[src/rtl/dbg_scan_ctrl_if.sv]
// Word stream from the debug scan sequencer to the host link.
// Carries address/data pairs over a valid/ready handshake.
interface dbg_scan_ctrl_if;
  logic        out_valid;
  logic        out_ready;
  logic [15:0] out_addr;
  logic [31:0] out_data;

  modport master (output out_valid, output out_addr, output out_data, input out_ready);
  modport slave  (input out_valid, input out_addr, input out_data, output out_ready);
endinterface

[src/rtl/dbg_scan_ctrl.sv]
// Debug-bus scan sequencer: walks an address range, captures chk_data, streams pairs out.
// Optional macro DBG_SCAN_CHKSUM_EN appends a 32-bit checksum word at address 0xFFFF.
module dbg_scan_ctrl #(
  parameter int SETTLE = 1,
  parameter int CNT_W  = 9
) (
  input  logic             clk,
  input  logic             rstn,
  input  logic             start,
  input  logic             abort,
  input  logic [15:0]      base_addr,
  input  logic [CNT_W-1:0] count,
  input  logic [15:0]      manual_addr,
  output logic [15:0]      chk_addr,
  input  logic [31:0]      chk_data,
  dbg_scan_ctrl_if.master  out_if,
  output logic             busy,
  output logic             done
);

`ifdef DBG_SCAN_CHKSUM_EN
  typedef enum logic [1:0] {IDLE, WAIT, OUT, LAST} state_t;
`else
  typedef enum logic [1:0] {IDLE, WAIT, OUT} state_t;
`endif

  localparam logic [3:0] SETTLE_CNT = 4'(SETTLE);

  state_t           state, state_n;
  logic [3:0]       settle_cnt, settle_n;
  logic [CNT_W-1:0] idx, idx_n;
  logic [CNT_W-1:0] cnt_q, cnt_n;
  logic [15:0]      chk_addr_n;
  logic             out_valid_n;
  logic [15:0]      out_addr_n;
  logic [31:0]      out_data_n;
  logic             busy_n;
  logic             done_n;
  logic             hs;
`ifdef DBG_SCAN_CHKSUM_EN
  logic [31:0]      acc, acc_n;
`endif

  always_ff @(posedge clk or negedge rstn) begin
    if (!rstn) begin
      state            <= IDLE;
      settle_cnt       <= '0;
      idx              <= '0;
      cnt_q            <= '0;
      chk_addr         <= '0;
      out_if.out_valid <= 1'b0;
      out_if.out_addr  <= '0;
      out_if.out_data  <= '0;
      busy             <= 1'b0;
      done             <= 1'b0;
`ifdef DBG_SCAN_CHKSUM_EN
      acc              <= '0;
`endif
    end else begin
      state            <= state_n;
      settle_cnt       <= settle_n;
      idx              <= idx_n;
      cnt_q            <= cnt_n;
      chk_addr         <= chk_addr_n;
      out_if.out_valid <= out_valid_n;
      out_if.out_addr  <= out_addr_n;
      out_if.out_data  <= out_data_n;
      busy             <= busy_n;
      done             <= done_n;
`ifdef DBG_SCAN_CHKSUM_EN
      acc              <= acc_n;
`endif
    end
  end

  // Every output is computed here and registered above, so abort simply overrides the state work.
  always_comb begin
    state_n     = state;
    settle_n    = settle_cnt;
    idx_n       = idx;
    cnt_n       = cnt_q;
    chk_addr_n  = chk_addr;
    out_valid_n = out_if.out_valid;
    out_addr_n  = out_if.out_addr;
    out_data_n  = out_if.out_data;
    done_n      = 1'b0;
`ifdef DBG_SCAN_CHKSUM_EN
    acc_n       = acc;
`endif
    hs          = out_if.out_valid & out_if.out_ready;

    if (abort && state != IDLE) begin
      state_n     = IDLE;
      out_valid_n = 1'b0;
    end else begin
      case (state)
        IDLE: begin
          chk_addr_n = manual_addr;
          if (start) begin
            if (count != '0) begin
              state_n    = WAIT;
              chk_addr_n = base_addr;
              cnt_n      = count;
              idx_n      = '0;
              settle_n   = '0;
`ifdef DBG_SCAN_CHKSUM_EN
              acc_n      = '0;
`endif
            end else begin
              done_n = 1'b1;
            end
          end
        end
        WAIT: begin
          if (settle_cnt == SETTLE_CNT) begin
            out_data_n  = chk_data;
            out_addr_n  = chk_addr;
            out_valid_n = 1'b1;
            state_n     = OUT;
          end else begin
            settle_n = settle_cnt + 4'd1;
          end
        end
        OUT: begin
          if (hs) begin
            out_valid_n = 1'b0;
`ifdef DBG_SCAN_CHKSUM_EN
            acc_n = acc + out_if.out_data;
`endif
            if (idx == cnt_q - CNT_W'(1)) begin
`ifdef DBG_SCAN_CHKSUM_EN
              out_valid_n = 1'b1;
              out_addr_n  = 16'hFFFF;
              out_data_n  = acc + out_if.out_data;
              state_n     = LAST;
`else
              done_n  = 1'b1;
              state_n = IDLE;
`endif
            end else begin
              idx_n      = idx + CNT_W'(1);
              chk_addr_n = chk_addr + 16'd1;
              settle_n   = '0;
              state_n    = WAIT;
            end
          end
        end
`ifdef DBG_SCAN_CHKSUM_EN
        LAST: begin
          if (hs) begin
            out_valid_n = 1'b0;
            done_n      = 1'b1;
            state_n     = IDLE;
          end
        end
`endif
        default: state_n = IDLE;
      endcase
    end

    busy_n = (state_n != IDLE);
  end

endmodule

[src/flat_wrapper.sv]
// flat-port wrapper written by rule: the top's interface ports become plain ports
module dbg_scan_ctrl_flat 
#(
  parameter int SETTLE = 1,
  parameter int CNT_W  = 9
)
  (clk, rstn, start, abort, base_addr, count, manual_addr, chk_addr, chk_data, busy, done, out_if_out_valid, out_if_out_addr, out_if_out_data, out_if_out_ready);
  dbg_scan_ctrl_if out_if_i ();
  input  logic clk;
  input  logic rstn;
  input  logic start;
  input  logic abort;
  input  logic [15:0] base_addr;
  input  logic [CNT_W-1:0] count;
  input  logic [15:0] manual_addr;
  output logic [15:0] chk_addr;
  input  logic [31:0] chk_data;
  output logic busy;
  output logic done;
  output wire logic [$bits(out_if_i.out_valid)-1:0] out_if_out_valid;
  output wire logic [$bits(out_if_i.out_addr)-1:0] out_if_out_addr;
  output wire logic [$bits(out_if_i.out_data)-1:0] out_if_out_data;
  input wire logic [$bits(out_if_i.out_ready)-1:0] out_if_out_ready;
  assign out_if_out_valid = out_if_i.out_valid;
  assign out_if_out_addr = out_if_i.out_addr;
  assign out_if_out_data = out_if_i.out_data;
  assign out_if_i.out_ready = out_if_out_ready;
  dbg_scan_ctrl #(.SETTLE(SETTLE), .CNT_W(CNT_W)) u_core (.clk(clk), .rstn(rstn), .start(start), .abort(abort), .base_addr(base_addr), .count(count), .manual_addr(manual_addr), .chk_addr(chk_addr), .chk_data(chk_data), .out_if(out_if_i), .busy(busy), .done(done));
endmodule
[config.mk]
export PLATFORM = sky130hd
export DESIGN_NAME = dbg_scan_ctrl_flat
export DESIGN_NICKNAME = d
export VERILOG_FILES = /design/src/rtl/dbg_scan_ctrl_if.sv /design/src/rtl/dbg_scan_ctrl.sv /design/src/flat_wrapper.sv
export SDC_FILE = /design/constraint.sdc
export NUM_CORES = 1
export LEC_CHECK = 0
export ABC_AREA = 1
export BUFFER_PORTS_ARGS = -buffer_cell sky130_fd_sc_hd__buf_4
export CAP_MARGIN = 20
export CORE_ASPECT_RATIO = 1.4
export CORE_UTILIZATION = 41
export DETAILED_ROUTE_END_ITERATION = 10
export GPL_TIMING_DRIVEN = 0
export PLACE_DENSITY = 0.66
export SYNTH_ARGS = -nofsm -noshare
export SYNTH_HDL_FRONTEND = slang
export SYNTH_SLANG_ARGS = --single-unit
[constraint.sdc]
create_clock -name clk -period 2.1 [get_ports clk]
set_input_delay 0.105 -clock clk [delete_from_list [all_inputs] [get_ports clk]]
set_output_delay 0.105 -clock clk [all_outputs]
set_load 0.05 [all_outputs]
==> key figures, run 1 <==
Status
  • Status: complete, no violations

Timing
  • RSZ-0062 raised after global routing: true
  • Final Slew Violations: 0
  • Crit path time final: 2050 ps
  • Post-Route Setup TNS: 0 ps
  • Final period util: 97.5%
  • Worst setup slack after layout: 53.0 ps
  • Slew @ Worst Pin: 582 ps
  • FMAX: 489 MHz
  • Final setup fails: 0
  • Final Hold Vio Count: 0
  • Clk_skew: 6.88 ps
  • Slew HR: 61.2%

Route
  • Antenna viol nets, final: 0
  • Drt first pass iters: 5
  • Final wirelength: 14700 µm
  • Starting DRT DRC Count: 186
  • Drt wl/cell: 15.7 µm
  • Drt drc: 0
  • Via density: 5.12
  • Vias: 4790

Yosys
  • EDFF count, synth: 0
  • Top FF cell, synth: dfrtp_1
  • Top post-synthesis cells by area: dfrtp_1, nand2_1, mux2_2, o21ai_0, nand3_1
  • Yosys reg bits: 91
  • Synth warnings: 0
  • Commonest cells in the synthesized netlist: nand2_1, dfrtp_1, nor2_1, o21ai_0, nand3_1
  • Synth cell types: 34
  • Mapped Avg Cell Area: 8.41 µm²
  • Cell accounting for the most synthesized area: dfrtp_1
  • Sequential share of the synthesized area: 45.9%
  • Syn nets: 677
  • Synth Cell Area: 4960 µm²
  • Post-Syn Instances: 590
  • Most common cell in the netlist: nand2_1
  • Share of the synthesized area in the top cell type: 45.9%
  • Asr flop ratio synth: 100%

Global route
  • Global-route wire length before repair: 22600 µm
  • Largest net degree at the start of global routing: 74
  • Initial antenna violation count: 0
  • Tot GR Track Use: 23.4%
  • Number of global-route vias before repair: 4755
  • Total gr overflow: 0

Power
  • Pwr/cell area: 1770 nW/µm²
  • Worst IR Drop VDD: 990 µV
  • Int Power: 6220 µW
  • Leakage: 0.00350 µW
  • Clock power frac: 12.8%
  • Sequential Power Share: 25.4%
  • Comb pwr share: 61.7%
  • Sw Share: 50.5%
  • P_sw: 6340 µW

Worst setup path
  • Largest driver fanout on the critical path: 5
  • Crit end category: flip-flop
  • Worst path slowest cell: dfrtp_1
  • Crit Path Category: reg -> reg
  • CP Cell Sequence: inv_2 > ha_4 > nand2_2 > inv_2 > nor2_2 > nand2_1 > nor2_1 > nand3_1 > nor2_2 > nand3_2 > nand2_4 > nand2_8 > nand2_8 > clkbuf_16 > nand2_2 > nand2_2
  • Worst Path Arrival: 2330 ps
  • WP data required: 2380 ps
  • Slowest stage delay, CP: 400 ps
  • CP Launch Type: flip-flop
  • Most used cell, CP: nand2_2

Cells and area
  • Multi-input logic area: 2500 µm²
  • Area Overhead vs Synth: 43.1%
  • Share of layout cells above drive strength 1: 34.9%
  • Non-Filler Instances: 936
  • Fin util: 60.1%
  • FILL cells: 1019
  • Ant diodes: 0
  • Post-route cell area: 7100 µm²
  • NumNets Final: 871
  • Seq. cell area: 2280 µm²

Clock tree
  • CTS tree: done
  • Clock latency on the worst-skew pair: 340 ps
  • Max Root-Sink Buffers: 2
  • CTS root buf: clkbuf_16
  • Number of CTS-inserted buffers: 9
  • Reg clk slew, reported paths: 60 ps
  • Clk sinks: 91
  • H-tree depth: 3

Floorplan
  • Core Area: 11800 µm²
  • Initial Util: 42.0%
  • Row count: 47
  • Die Area: 12500 µm²
  • Chip width: 95.0 µm
  • I/O pin count: 145
  • Die Ht: 132 µm

Hold path
  • Hold Crit Class: in -> reg

Placed design
  • Dpl cells: 881
  • HPWL Detailed: 10600 µm
  • IO Port Bufs: 143
  • Area post-placement: 6240 µm²
  • DP Worst Slack: -117 ps
  • GP Congestion: 0.893

Run
  • Max Cap Viol: 0
[layout by cell type, fill, tap and decap left out, types with 2 or more instances in the layout]
cell type	n
a21oi_1	28
a31oi_1	2
buf_12	2
buf_2	3
buf_4	148
clkbuf_1	9
clkbuf_16	11
clkbuf_2	4
clkbuf_4	4
clkinv_4	3
dfrtp_1	90
dlygate4sd3_1	30
ha_1	8
inv_1	45
inv_2	5
mux2_1	4
mux2_2	31
nand2_1	110
nand2_2	25
nand2_4	10
nand2_8	2
nand3_1	49
nand3_2	3
nand4_1	7
nor2_1	52
nor2_2	8
nor3_1	7
nor3_2	2
o21ai_0	54
or2_2	3
xnor2_1	6
xor2_1	11
[final cells by class]
type	instances	share of cell area, %
multi-input cells	428	35.2
inverters	51	2.73
well taps	147	2.59
flip-flops and latches	91	32.1
clock buffers	11	3.28
plain buffers	21	1.94
repair buffers	182	21.3
clock inverters	5	0.899
[per-layer routing]
layer  wire length (µm)  up-vias  track usage (%)
li1                   -     2321                -
met1               5630     2245             26.0
met2               7760      191             42.4
met3                907       33             5.07
met4                409        0             9.18
met5                  0        -                0
[state kept, by name (all words and copies together) (netlist names), 2 cells and up]
signal	cells
u_core.chk_addr	16
u_core.cnt_q	9
u_core.idx	9
u_core.out_if.out_addr	16
u_core.out_if.out_data	32
u_core.settle_cnt	4
u_core.state	2
[worst paths after layout]
| check | cells past startpoint | slack, ps | end | startpoint |
|---|---|---|---|---|
| hold reg to reg | 2 | 490 | u_core.out_if.out_addr[13] | u_core.out_if.out_addr[13] |
| max in group asynchronous | 3 | 1250 | u_core.chk_addr[0] | rstn |
| hold / removal | 2 | 10 | u_core.out_if.out_data[25] | chk_data[25] |
| setup reg to reg | 16 | 50 | u_core.chk_addr[11] | u_core.cnt_q[0] |
| min in group asynchronous | 2 | 190 | u_core.out_if.out_data[13] | rstn |
| setup / recovery | 16 | 50 | u_core.chk_addr[11] | u_core.cnt_q[0] |
[kinds of logic (layout without fill, tap and decap cells)]
logic type,Yosys count,in the layout,synth area share [%]
xor gates and xnor gates,17,17,3.00
buffers and inverters,72,270,6.23
muxes,35,35,7.95
adders and majority gates,9,9,2.27
and+or+nand+nor,280,281,25.9
DFF,91,91,45.9
AOI/OAI and AO/OA,86,86,8.75
[power by group through the flow]
stage	clock [µW]	sequential, µW	combinational, µW
floorplan	0	5200	2800
global placement	0	3140	6790
detailed placement	0	3180	6870
CTS	1640	3150	7020
global route	1740	3300	8300
finish	1610	3190	7750
[stage by stage]
step                      total power (µW)  hold WS (ps)
after global routing                 13300          1.04
after floorplan                       8000          -191
final                                12600          13.7
after CTS                            11800          1.29
after detailed placement             10100          4.67
after global placement                9920           323
[worst max-delay path: cells and delay by family, from the launching register on]
kind / cells / cell delay (ps)
AND/OR/NAND/NOR: 12 / 1090
adder cells (fa/ha/maj): 1 / 200
flip-flops: 1 / 400
buffers and inverters: 3 / 280
[what timing repair did]
item,CTS,global route
setup buffers,4,2
setup endpoints to repair,55,52
hold buffers,28,2
pin swaps,2,15
hold endpoints to repair,45,2
gates resized for setup,7,40
cloned,0,3
Note: power is estimated with default switching activity, not from simulation.
==> run 2: changes to the inputs <==
CTS_BUF_LIST = sky130_fd_sc_hd__clkbuf_4   (was unset)
==> key figures, run 2 (synthesis gave the netlist of run 1 again) <==
Status
  • Status: complete, no violations

Global route
  • Number of global-route vias before repair: 4897 (+3.0%)
  • Global-route wire length before repair: 23000 µm (+2.0%)
  • Total gr overflow: 0 (unchanged)
  • Largest net degree at the start of global routing: 74 (unchanged)
  • Tot GR Track Use: 23.9% (+0.44 points)
  • Initial antenna violation count: 0 (unchanged)

Route
  • Drt drc: 0 (unchanged)
  • Final wirelength: 15100 µm (+2.5%)
  • Vias: 4870 (+1.7%)
  • Drt first pass iters: 6 (+1)
  • Drt wl/cell: 15.8 µm (+0.77%)
  • Antenna viol nets, final: 0 (unchanged)
  • Starting DRT DRC Count: 201 (+8.1%)
  • Via density: 5.12 (about the same)

Power
  • Leakage: 0.00351 µW (+0.18%)
  • Pwr/cell area: 1700 nW/µm² (-3.9%)
  • Worst IR Drop VDD: 830 µV (-16%)

Timing
  • Post-Route Setup TNS: 0 ps (unchanged)
  • Worst setup slack after layout: 34.4 ps (-18.7 ps)
  • Crit path time final: 2070 ps (+18.7 ps)
  • RSZ-0062 raised after global routing: true
  • Final setup fails: 0 (unchanged)
  • Final Hold Vio Count: 0 (unchanged)
  • Slew @ Worst Pin: 603 ps (+21.2 ps)
  • Final period util: 98.4% (+0.89 points)
  • Slew HR: 59.8% (-1.4 points)
  • Clk_skew: 15.2 ps (+8.32 ps)
  • FMAX: 484 MHz (-0.90%)
  • Final Slew Violations: 0 (unchanged)

Clock tree
  • CTS tree: done
  • Clock latency on the worst-skew pair: 460 ps (+120 ps)
  • H-tree depth: 3 (unchanged)
  • CTS root buf: clkbuf_4
  • Reg clk slew, reported paths: 150 ps (+90 ps)
  • Clk sinks: 91 (unchanged)
  • Max Root-Sink Buffers: 2 (unchanged)
  • Number of CTS-inserted buffers: 9 (unchanged)

Worst setup path
  • R2R setup slack: 30 ps (-20 ps)
  • Critical Path Start: u_core.cnt_q[0]
  • RR Startpoint: u_core.cnt_q[0]
  • Largest driver fanout on the critical path: 6 (+1)
  • Worst Path Arrival: 2470 ps (+140 ps)
  • CP Launch Type: flip-flop
  • Reg2reg end: u_core.chk_addr[11]
  • Worst setup path endpoint: u_core.chk_addr[11]
  • Crit end category: flip-flop
  • WP data required: 2510 ps (+130 ps)
  • FF-to-FF path depth: 16 (unchanged)
  • Crit Path Category: reg -> reg

Floorplan
  • Die Ht: 132 µm (unchanged)
  • Chip width: 95.0 µm (unchanged)
  • Row count: 47 (unchanged)
  • I/O pin count: 145 (unchanged)
  • Initial Util: 42.0% (unchanged)
  • Core Area: 11800 µm² (unchanged)
  • Die Area: 12500 µm² (unchanged)

Cells and area
  • Top flop regs: u_core.out_if.out_data x32, u_core.chk_addr x16, u_core.out_if.out_addr x16
  • Most common cell after layout, fill and taps aside: buf_4
  • NumNets Final: 887 (+1.8%)
  • Largest register FFs: 32 (unchanged)
  • Area Overhead vs Synth: 43.2% (about the same)
  • Ant diodes: 0 (unchanged)
  • Share of layout cells above drive strength 1: 34.2% (-0.69 points)
  • Biggest register: u_core.out_if.out_data
  • Fin util: 60.1% (about the same)
  • Most frequent cells in the layout: buf_4, nand2_1, dfrtp_1, o21ai_0, nor2_1

Placed design
  • DP Worst Slack: -117 ps (unchanged)
  • HPWL Detailed: 10600 µm (unchanged)
  • GP Congestion: 0.893 (unchanged)
  • IO Port Bufs: 143 (unchanged)

Hold path
  • Hold Crit Class: in -> reg

Run
  • Max Cap Viol: 0 (unchanged)
run 2: final cells by class:
| type | instances | area (µm²) |
|---|---|---|
| flip-flops and latches | 91 | 2280 |
| inverters | 51 | 194 |
| plain buffers | 21 | 139 |
| fillers | 1007 | 4720 |
| clock buffers | 11 | 82.6 |
| clock inverters | 5 | 63.8 |
| well taps | 147 | 184 |
| repair buffers | 198 | 1680 |
| multi-input cells | 428 | 2480 |
run 2: per-layer routing:
| layer | wire [µm] | track usage, % |
|---|---|---|
| met1 | 5800 | 26.7 |
| met2 | 7880 | 43.0 |
| met3 | 922 | 4.90 |
| met4 | 478 | 9.85 |
| met5 | 0 | 0 |
run 2: repair_timing:
action / CTS / global route
hold buffers: 43 / 0
endpoints found under the hold margin: 133 / 0
endpoints found under the setup margin: 58 / 56
buffers inserted: 6 / 2
cloned: 0 / 4
pin swaps: 4 / 14
gates resized for setup: 7 / 33
run 2: worst min path at each step:
| stage | from | to | slack (ps) | cells after the start |
|---|---|---|---|---|
| detailed placement | rstn | u_core.out_if.out_data[12] | 5 | 1 |
| global route | out_if_out_ready | u_core.done | 30 | 5 |
| CTS | out_if_out_ready | u_core.done | 6 | 5 |
| finish | manual_addr[1] | u_core.chk_addr[1] | 40 | 5 |
| floorplan | rstn | u_core.busy | -190 | 0 |
| global placement | chk_data[11] | u_core.out_if.out_data[11] | 320 | 2 |
run 2: worst max-delay path, cell delays in order (launching register included):
cell and delay (ps):
dfrtp_1 430, inv_2 80, ha_4 200, nand2_2 60
inv_2 30, nor2_2 80, nand2_1 70, nor2_1 80
nand3_1 90, nor2_2 150, nand3_2 120, nand2_4 130
nand2_8 110, nand2_8 110, clkbuf_16 160, nand2_2 50
nand2_2 50
run 2: stage by stage:
step | std cells | hold WS [ps] | instance area [µm²] | total power, µW
after floorplan | 590 | -191 | 4960 | 8000
final | 952 | 36.1 | 7100 | 12100
after CTS | 946 | 6.27 | 6890 | 11300
after detailed placement | 881 | 4.67 | 6240 | 10100
after global placement | 880 | 323 | 6220 | 9920
after global routing | 952 | 25.8 | 7100 | 12800
run 2: power breakdown:
part           total (µW)  switching, µW  internal (µW)
registers            3180            665           2520
logic                7880           5020           2860
clock network        1010            615            396
